[src/rtl/network_acc_pkg.sv]
// Shared widths, saturation limits and datapath types for the conv accumulator / requantiser.
package network_acc_pkg;

    localparam int DEF_PROD_W = 26;
    localparam int DEF_ACC_W  = 32;
    localparam int DEF_OUT_W  = 16;
    localparam int DEF_SHIFT  = 8;

    typedef logic signed [DEF_PROD_W-1:0] prod_t;
    typedef logic signed [DEF_ACC_W-1:0]  acc_t;
    typedef logic signed [DEF_OUT_W-1:0]  act_t;

    localparam act_t OUT_MAX = {1'b0, {(DEF_OUT_W-1){1'b1}}};
    localparam act_t OUT_MIN = {1'b1, {(DEF_OUT_W-1){1'b0}}};

endpackage

[src/rtl/network_requant_sat.sv]
// Round-half-up, arithmetic shift, optional ReLU and saturation of an accumulator value.
// Purely combinational; no handshake of its own.
module network_requant_sat #(
    parameter int ACC_W = 32,
    parameter int OUT_W = 16,
    parameter int SHIFT = 8,
    parameter bit RELU  = 1'b0
) (
    input  logic [ACC_W-1:0] sum,
    output logic [OUT_W-1:0] res,
    output logic             sat
);

    // Limits widened to ACC_W+1 so the comparison sees the full shifted value.
    localparam logic signed [ACC_W:0] HI = {{(ACC_W-OUT_W+2){1'b0}}, {(OUT_W-1){1'b1}}};
    localparam logic signed [ACC_W:0] LO = {{(ACC_W-OUT_W+2){1'b1}}, {(OUT_W-1){1'b0}}};

    logic signed [ACC_W:0] rounded;
    logic signed [ACC_W:0] shifted;
    logic signed [ACC_W:0] relued;

    generate
        if (SHIFT > 0) begin : g_round
            assign rounded = {sum[ACC_W-1], sum} + ((ACC_W+1)'(1) << (SHIFT-1));
        end else begin : g_noround
            assign rounded = {sum[ACC_W-1], sum};
        end
    endgenerate

    assign shifted = rounded >>> SHIFT;

    always_comb begin
        relued = shifted;
        res    = shifted[OUT_W-1:0];
        sat    = 1'b0;
        if (RELU && (shifted < 0)) begin
            relued = '0;
        end
        res = relued[OUT_W-1:0];
        if (relued > HI) begin
            res = HI[OUT_W-1:0];
            sat = 1'b1;
        end else if (relued < LO) begin
            res = LO[OUT_W-1:0];
            sat = 1'b1;
        end
    end

endmodule

[src/rtl/network_acc_requant.sv]
// Accumulates a window of signed products plus bias, then requantises to a saturated activation.
// Latency: one cycle from the accepted last beat to out_valid.
// Backpressure: in_ready = !out_valid || out_ready; a held result stalls the whole input stream.
module network_acc_requant
    import network_acc_pkg::*;
#(
    parameter int PROD_W = DEF_PROD_W,
    parameter int ACC_W  = DEF_ACC_W,
    parameter int OUT_W  = DEF_OUT_W,
    parameter int SHIFT  = DEF_SHIFT,
    parameter bit RELU   = 1'b0
) (
    input  logic              clk,
    input  logic              reset_n,
    input  logic              in_valid,
    output logic              in_ready,
    input  logic [PROD_W-1:0] in_data,
    input  logic              in_last,
    input  logic [OUT_W-1:0]  bias,
    output logic              out_valid,
    input  logic              out_ready,
    output logic [OUT_W-1:0]  out_data,
    output logic              out_sat
);

    logic [ACC_W-1:0] acc;
    logic [ACC_W-1:0] acc_next;
    logic [ACC_W-1:0] prod_ext;
    logic [ACC_W-1:0] bias_ext;
    logic             first;
    logic             accept;
    logic [OUT_W-1:0] rq_data;
    logic             rq_sat;

    assign in_ready = !out_valid || out_ready;
    assign accept   = in_valid && in_ready;

    assign prod_ext = {{(ACC_W-PROD_W){in_data[PROD_W-1]}}, in_data};
    assign bias_ext = {{(ACC_W-OUT_W){bias[OUT_W-1]}}, bias} << SHIFT;
    // The first beat of a window restarts from the bias instead of the old sum.
    assign acc_next = (first ? bias_ext : acc) + prod_ext;

    network_requant_sat #(
        .ACC_W(ACC_W),
        .OUT_W(OUT_W),
        .SHIFT(SHIFT),
        .RELU (RELU)
    ) u_requant (
        .sum(acc_next),
        .res(rq_data),
        .sat(rq_sat)
    );

    always_ff @(posedge clk or negedge reset_n) begin
        if (!reset_n) begin
            acc       <= '0;
            first     <= 1'b1;
            out_valid <= 1'b0;
            out_data  <= '0;
            out_sat   <= 1'b0;
        end else begin
            if (accept) begin
                acc   <= acc_next;
                first <= in_last;
            end
            if (accept && in_last) begin
                out_valid <= 1'b1;
                out_data  <= rq_data;
                out_sat   <= rq_sat;
            end else if (out_ready) begin
                out_valid <= 1'b0;
            end
        end
    end

endmodule

[config.mk]
export PLATFORM = sky130hd
export DESIGN_NAME = network_acc_requant
export DESIGN_NICKNAME = d
export VERILOG_FILES = /design/src/rtl/network_acc_pkg.sv /design/src/rtl/network_requant_sat.sv /design/src/rtl/network_acc_requant.sv
export SDC_FILE = /design/constraint.sdc
export NUM_CORES = 1
export LEC_CHECK = 0
export BUFFER_PORTS_ARGS = -buffer_cell sky130_fd_sc_hd__buf_4
export CORE_MARGIN = 2
export CORE_UTILIZATION = 60
export CTS_CLUSTER_DIAMETER = 60
export CTS_CLUSTER_SIZE = 10
export DETAILED_ROUTE_END_ITERATION = 6
export GPL_ROUTABILITY_DRIVEN = 0
export PLACE_DENSITY = 0.82
export SLEW_MARGIN = 40
export SYNTH_ARGS = -nofsm -noshare
export SYNTH_HDL_FRONTEND = slang
export SYNTH_SLANG_ARGS = --single-unit
[constraint.sdc]
create_clock -name clk -period 11.1 [get_ports clk]
set_input_delay 1.11 -clock clk [delete_from_list [all_inputs] [get_ports clk]]
set_output_delay 1.11 -clock clk [all_outputs]
set_load 0.02 [all_outputs]
==> impl_metrics.ini, run 1 <==
[status]
status = complete, no violations

[floorplanning]
die_h_um = 95.2
die_width_um = 95.2
start_util_pct = 61.3
core_um2 = 8130
io_pins = 66
die_area_um2 = 9060
core.rowCount = 33

[logic_synthesis]
synthAdderAreaFrac_pct = 8.43
ys_ff_latch = 51
netlist.area_leader.share_pct = 25.1
synth_compound_area_share_pct = 26.1
synth_top_flop_cell = dfrtp_1
async_flop_share_pct = 100
synth-simple-area-share_pct = 20.8
synth_commonest_cells = nand2_1, dfrtp_1, o21ai_0
synth_edf_count = 0
syn_area_um2 = 4990
synth_warnings = 0
synth_area_leaders = dfrtp_1, ha_1, mux2_2
synth_most_common_cell = nand2_1
yosys.area.top_type = dfrtp_1
synth.distinct_cells = 76
muxShareOfSynthArea_pct = 7.63
synth_top_family_by_area = compound AO/OA/AOI/OAI gates
synth_xor_area_share_pct = 7.18
syn_avg_cell_area_um2 = 8.55
syn_inst = 583
seq_area_frac_synth_pct = 25.6
synth_nets = 663

[worst_setup_path]
critPathCaptureType = flop
crit_arrival_ps = 6150
cp_data_required_time_ps = 11370
crit_fanout = 34
startpoint_type = flop
critPathKind = flop to flop

[layout]
area_growth_pct = 12.1
fill_cells = 653
nets = 706
num_antenna_cells = 0
drive_gt1_share_pct = 23.0

[detailed_routing]
avgRoutedWirePerCell_um = 18.3
wirelength_um = 13400
viasPerCell = 6.56
antenna_left = 0
drcViolationCount = 0
drt-initial-drc-count = 401
drtPass1Iterations = 5
vias = 4799

[sta]
tns_ps = 0
maxSlewHeadroom_pct = 50.7
whs_ps = 488
period_minus_slack_ps = 5880
rsz0062_at_grt = no
period_share_pct = 53.0
hold_viol_final = 0
worst_pin_slew_ps = 739
setup_viol_count_final = 0
fmax_mhz = 170
skew_ps = 14.5
slew_violations = 0

[grt]
grt_pass1_wl_um = 21500
antenna_found_initial = 0
use_met1_pct = 40.1
grt_util_met3_pct = 3.87
grt_usage_pct = 29.9
first_global_vias = 4481
busiest_layer = met2
grt_start_max_net_pins = 52
met2_usage_pct = 48.9
grt-ovfl-total = 0

[clock_network]
clk_latency_ps = 320
cts_buffers = 5
postCtsSetupBuffers = 0
cts_buffer_depth = 2
ctsResizeCount = 0
cts_tree = yes
cts_hold_buf = 0
h-tree-depth = 2
clk_pin_slew_ps = 110
cts_sinks = 51
clockRootBuffer = clkbuf_8

[min_path]
worst_hold_path_type = flop to flop

[placement]
io_buffers = 65
dpl.hpwl_um = 10100

[job]
cap_violations = 0

[pwr]
finalPower_mw = 1.62
power.density_nw_per_um2 = 290
p_leak_nw = 2.34
ir_drop_mv = 0.138
-- per-layer routing --
layer  share of wire [%]  vias to the layer above
met2                  46                      228
met1                  43                     2278
met4                 3.7                        0
li1                    -                     2249
met5                   0                        -
met3                 7.0                       44
-- final timing paths --
check / slack [ps] / end / cells after the start / start
min in group asynchronous: 810 / acc[30] / 1 / reset_n
worst min register to register: 490 / acc[3] / 2 / acc[3]
worst max-delay path: 5220 / out_data[14] / 15 / first
worst min-delay path: 490 / acc[3] / 2 / acc[3]
max in group asynchronous: 9820 / acc[16] / 1 / reset_n
worst max register to register: 5220 / out_data[14] / 15 / first
-- layout by cell type (no fill, tap or decap), drive strengths merged, types with 7 or more instances in the layout --
cell type  synthesis  final
and3               7      7
or3                8      8
nor4              11     11
nor2              36     36
mux2              32     32
nand4             14     14
o211ai             9      9
nand2             57     57
nand2b             7      7
inv               18     19
nor3              13     13
dfrtp             50     50
o21a               7      7
a21oi             40     40
a21o              12     12
xnor2             18     18
buf               15     66
ha                32     32
nor2b             10     10
a211oi            16     16
a221o             12     12
xor2              22     22
o21ai             53     53
nand3             11     11
-- sequential cells by signal, indices dropped and copies added (netlist names) --
name	count
out_valid	1
out_sat	1
first	1
out_data	16
acc	32
-- power breakdown --
group / internal, mW / total [mW] / switching, mW / leakage [nW]
combinational: 0.454 / 1.15 / 0.693 / 1.68
clock: 0.0686 / 0.142 / 0.0737 / 0.0587
sequential: 0.278 / 0.331 / 0.0531 / 0.602
total: 0.801 / 1.62 / 0.820 / 2.34
-- worst max-delay path, stage by stage (launching register included) --
cell and delay [ps]:
dfstp_2 1030, nor2b_1 110, ha_1 280, fa_1 450
a211oi_2 380, o21ai_2 140, a21oi_1 340, o31ai_1 160
xor2_1 380, nand4b_1 510, or2_2 500, nor4_1 260
nor3_1 90, nor4_1 330, nand2b_1 530, o221a_2 310
-- stage by stage --
stage	area (um2)	cells	setup WS, ps	util (%)
6_report	5590	732	5220	68.7
5_1_grt	5590	732	4790	68.7
4_1_cts	5580	732	5340	68.7
3_5_place_dp	5470	724	5260	67.2
3_3_place_gp	5470	724	5530	67.2
2_1_floorplan	4990	583	6040	-
-- final cells by class --
type                    count  area (um2)  share of cell area, %
clock inverters             3        47.5                  0.851
flip-flops and latches     51        1280                   22.9
inverters                  18        67.6                   1.21
well taps                 105         131                   2.35
clock buffers               5        68.8                   1.23
repair buffers             66         495                   8.87
multi-input cells         484        3500                   62.6
-- kinds of logic (layout without fill, tap and decap cells) --
kind of cell	Yosys count	count (layout)
AO/OA/AOI/OAI	181	181
multiplexers	34	34
AND/OR/NAND/NOR	196	196
XOR/XNOR	40	40
buffers and inverters	48	92
adder cells (fa/ha/maj)	33	33
flip-flops	51	51
Note: power is estimated with default switching activity, not from simulation.
==> run 2: changes to the inputs <==
- CORE_UTILIZATION: 60 -> 54
- PLACE_DENSITY: 0.82 -> 0.78
- clock period: 11.1 -> 5.04 ns (I/O delays scaled with it)
==> impl_metrics.ini, run 2 (synthesis gave the netlist of run 1 again) <==
[floorplanning]
core.rowCount = 35
die_width_um = 100
io_pins = 66
core_um2 = 9110
start_util_pct = 54.8
die_h_um = 100
die_area_um2 = 10000

[worst_setup_path]
critPathKind = flop to flop
r2r_slack_ps = 140
r2r_end = out_data[0]
slowest_stage = dfstp_2
r2r_cells = 15
crit_fanout = 12
crit_chain = buf_12, mux2_2, ha_1, a21oi_2, o21ai_1, a211o_1, a221o_1, nor3b_4, nand4_4, or3_1, or4b_1, nand3_1, a41oi_2, and2_4, a311o_1
cp_data_required_time_ps = 5260
critPathCaptureType = flop
crit_arrival_ps = 5120
reg2reg_from = first
startpoint_type = flop
cp_slowest_stage_delay_ps = 630

[sta]
fmax_mhz = 204
slew_violations = 0
worst_pin_slew_ps = 697
period_minus_slack_ps = 4900
skew_ps = 15.4
hold_viol_final = 0
setup_viol_count_final = 0
maxSlewHeadroom_pct = 53.5
worst_slack_ps = 137
period_share_pct = 97.3
tns_ps = 0

[layout]
drive_gt1_share_pct = 31.6
top_regs = acc x32, out_data x16
regMostFlops = acc
num_antenna_cells = 0
fill_cells = 729
largest_reg_flops = 32
nets = 734
fin_util_pct = 66.1
mostFrequentLayoutCells = buf_4, nand2_1, dfrtp_1
layout_commonest_cell = buf_4
final_area_um2 = 6020
area_growth_pct = 20.7

[pwr]
swShare_pct = 48.8
p_seq_share_pct = 17.9
ir_drop_mv = 0.411
switching_power_mw = 1.96
p_int_mw = 2.06
p_clk_share_pct = 8.2
power.density_nw_per_um2 = 667
p_leak_nw = 2.51
finalPower_mw = 4.02
pwr-share-comb_pct = 73.9

[clock_network]
clockRootBuffer = clkbuf_8
clk_pin_slew_ps = 110
clk_latency_ps = 340
cts_buffers = 5
cts_buffer_depth = 2
cts_tree = yes
h-tree-depth = 2
cts_sinks = 51
cts_hold_buf = 0

[detailed_routing]
drcViolationCount = 0
wirelength_um = 14700
avgRoutedWirePerCell_um = 19.2
wl_met2_um = 7060
antenna_left = 0
highest_layer = met4
drt-met1-wl_um = 6150
vias = 5034
viasPerCell = 6.57
dr_wl_met3_um = 898
drtPass1Iterations = 5
drt-initial-drc-count = 432

[job]
cap_violations = 0

[placement]
dpl.hpwl_um = 10600
place_ws_ps = -53.8
place_area_um2 = 5660
io_buffers = 65

[grt]
grt_pass1_wl_um = 22500
antenna_found_initial = 0
grt_usage_pct = 28.3
first_global_vias = 4606
grt_start_max_net_pins = 52
grt-ovfl-total = 0

[status]
status = complete, no violations

[min_path]
worst_hold_path_type = input port to asynchronous set/reset pin
-- run 2: cell count changes in the layout (fill, tap and decap cells not counted), sizes merged --
cell and change:
clkbuf +1, buf +28, clkinv -1
-- run 2: how the worst max path moves through the flow --
stage | start | slack [ps] | endpoint | cells past startpoint
floorplan | first | 0.1 | out_data[2] | 18
global placement | first | 20 | out_data[0] | 15
detailed placement | first | -50 | out_data[0] | 15
CTS | first | 40 | out_data[0] | 16
global route | first | -30 | out_data[0] | 15
finish | first | 140 | out_data[0] | 15
-- run 2: what timing repair did --
action,4_1_cts,5_1_grt
pin swaps,1,12
gates resized for setup,2,42
setup endpoints to repair,12,16
buffers inserted,1,5
-- run 2: final cells by class --
class	count	area [um2]	area share [%]
Clock buffer	6	82.6	1.37
Clock inverter	2	38.8	0.644
Inverter	18	67.6	1.12
Multi-Input combinational cell	484	3700	61.4
Sequential cell	51	1280	21.2
Tap cell	111	139	2.31
Timing Repair Buffer	94	718	11.9
-- run 2: power groups by stage --
stage	clock [mW]	sequential (mW)	combinational (mW)
global placement	0	0.721	2.60
CTS	0.330	0.720	2.70
floorplan	0	0.784	1.82
global route	0.349	0.738	3.17
detailed placement	0	0.729	2.66
finish	0.329	0.719	2.97
-- run 2: through the flow --
stage	instances	hold slack, ps
after floorplan	583	208
after global placement	752	456
after detailed placement	752	465
after CTS	761	241
after global routing	766	278
final	766	210
-- run 2: routing by layer --
layer,GRT usage (%),vias up
li1,-,2326
met3,3.06,63
met1,37.5,2400
met4,11.9,0
met5,0,-
met2,47.2,245
-- run 2: worst max-delay path: cells and delay by family (launching register included) --
family                   cells  cell delay (ps)
AO/OA/AOI/OAI                6             1530
adder cells (fa/ha/maj)      1              390
buffers and inverters        1              150
flip-flops                   1              630
multiplexers                 1              330
AND/OR/NAND/NOR              6             1750
==> run 3: changes to the inputs <==
- BUFFER_PORTS_ARGS: -buffer_cell sky130_fd_sc_hd__buf_4 -> unset
- CORE_UTILIZATION: 54 -> 59
- CTS_CLUSTER_SIZE: 10 -> 28
- DONT_BUFFER_PORTS: unset -> 1
==> impl_metrics.ini, run 3 (synthesis gave the netlist of run 1 again) <==
[sta]
maxSlewHeadroom_pct = 40.4
whs_ps = -6.34
worst_pin_slew_ps = 888
slew_violations = 0
setup_viol_count_final = 0
period_minus_slack_ps = 4940
hold_viol_final = 2
tns_ps = 0
skew_ps = 17.3
fmax_mhz = 202
period_share_pct = 98.0

[clock_network]
cts_sinks = 51
clk_pin_slew_ps = 110
clockRootBuffer = clkbuf_8
clk_latency_ps = 320
cts_buffers = 5
cts_buffer_depth = 2
cts_tree = yes
h-tree-depth = 2

[grt]
grt_start_max_net_pins = 51
first_global_vias = 4618
grt-ovfl-total = 0
grt_pass1_wl_um = 22100
grt_usage_pct = 31.0
antenna_found_initial = 0

[detailed_routing]
vias = 4864
drt-initial-drc-count = 443
drcViolationCount = 0
drtPass1Iterations = 6
viasPerCell = 6.84
antenna_left = 0
avgRoutedWirePerCell_um = 20.3
wirelength_um = 14400

[layout]
fin_util_pct = 68.4
fill_cells = 632
num_antenna_cells = 0
multi_input_area_um2 = 3660
top_regs = acc x32, out_data x16
drive_gt1_share_pct = 24.3
nets = 685
regMostFlops = acc
largest_reg_flops = 32
ff_latch_area_um2 = 1280
area_growth_pct = 12.7
mostFrequentLayoutCells = nand2_1, dfrtp_1, o21ai_0, buf_4, nor2_1
layout_commonest_cell = nand2_1

[job]
cap_violations = 0

[pwr]
p_int_mw = 1.96
switching_power_mw = 1.93
power.density_nw_per_um2 = 692
p_seq_share_pct = 21.1
ir_drop_mv = 0.374
swShare_pct = 49.7
p_clk_share_pct = 7.9
p_leak_nw = 2.27
pwr-share-comb_pct = 71.1

[floorplanning]
die_width_um = 95.9
start_util_pct = 60.7
die_area_um2 = 9200
die_h_um = 95.9
core_um2 = 8220
io_pins = 66
core.rowCount = 33

[placement]
io_buffers = 0
dpl.hpwl_um = 10700

[worst_setup_path]
cp_data_required_time_ps = 5250
cp_top_family = simple AND/OR/NAND/NOR gates
timing.critical_path.buf_inv = 3
slowest_stage = or4_1
crit_path_frequent_cell = buf_4
startpoint_type = flop
r2r_end = out_data[0]
cp_slowest_stage_delay_ps = 610
critPathKind = flop to flop
crit_chain = buf_12, mux2_2, ha_1, nand4_1, a21oi_1, a211oi_4, buf_4, o21ai_0, xor2_1, nand4b_1, buf_4, or4_1, nor2_1, a22o_1, a41oi_2, and2_4, a311o_1
r2r_slack_ps = 100
crit_fanout = 23
reg2reg_from = first
crit_arrival_ps = 5150
critPathCaptureType = flop
r2r_cells = 17

[min_path]
worst_hold_path_type = input port to asynchronous set/reset pin

[status]
status = complete, but fails checks
violations = negative hold slack
run 3: metal layers:
layer | global-route usage, % | vias up | part of all wire, %
li1 | - | 2222 | -
met3 | 4.70 | 59 | 8.4
met2 | 50.6 | 280 | 48
met1 | 40.5 | 2303 | 39
met4 | 14.4 | 0 | 4.4
met5 | 0 | - | 0
run 3: worst register-to-register path, cell delays in order (launching register included):
cell and delay (ps):
dfstp_2 580, buf_12 180, mux2_2 360, ha_1 450, nand4_1 170, a21oi_1 260, a211oi_4 120, buf_4 170
o21ai_0 270, xor2_1 240, nand4b_1 130, buf_4 180, or4_1 610, nor2_1 220, a22o_1 200, a41oi_2 150
and2_4 220, a311o_1 320
run 3: layout make-up:
| cell class | count | area share (%) |
|---|---|---|
| clock buffers | 5 | 1.22 |
| clock inverters | 3 | 0.824 |
| inverters | 18 | 1.20 |
| multi-input cells | 484 | 65.0 |
| flip-flops and latches | 51 | 22.7 |
| well taps | 105 | 2.34 |
| repair buffers | 45 | 6.63 |
run 3: how the worst max path moves through the flow:
stage,from,endpoint,slack [ps],cells after the start
final,first,out_data[0],100,17
after global routing,first,out_data[13],-80,17
after CTS,first,out_data[0],40,16
after detailed placement,first,out_data[0],70,16
after global placement,first,out_data[0],150,15
after floorplan,first,out_data[2],0.1,18
run 3: power by group through the flow:
stage	sequential (mW)	combinational [mW]	clock, mW
2_1_floorplan	0.784	1.82	0
3_3_place_gp	0.817	2.41	0
3_5_place_dp	0.828	2.49	0
4_1_cts	0.818	2.51	0.311
5_1_grt	0.836	2.98	0.330
6_report	0.819	2.76	0.307
run 3: per-stage QoR:
step	instance area, um2	worst slack, ps	instances	power, mW
6_report	5620	101	711	3.89
5_1_grt	5620	-82.1	711	4.15
4_1_cts	5360	35.0	698	3.64
3_5_place_dp	5220	67.6	689	3.32
3_3_place_gp	5220	150	689	3.23
2_1_floorplan	4990	0.124	583	2.60
run 3: timing repair:
action / in CTS / in global routing
gates resized for setup: 0 / 31
setup endpoints to repair: 0 / 16
setup buffers: 0 / 12
hold endpoints to repair: 50 / 1
hold buffers: 1 / 1
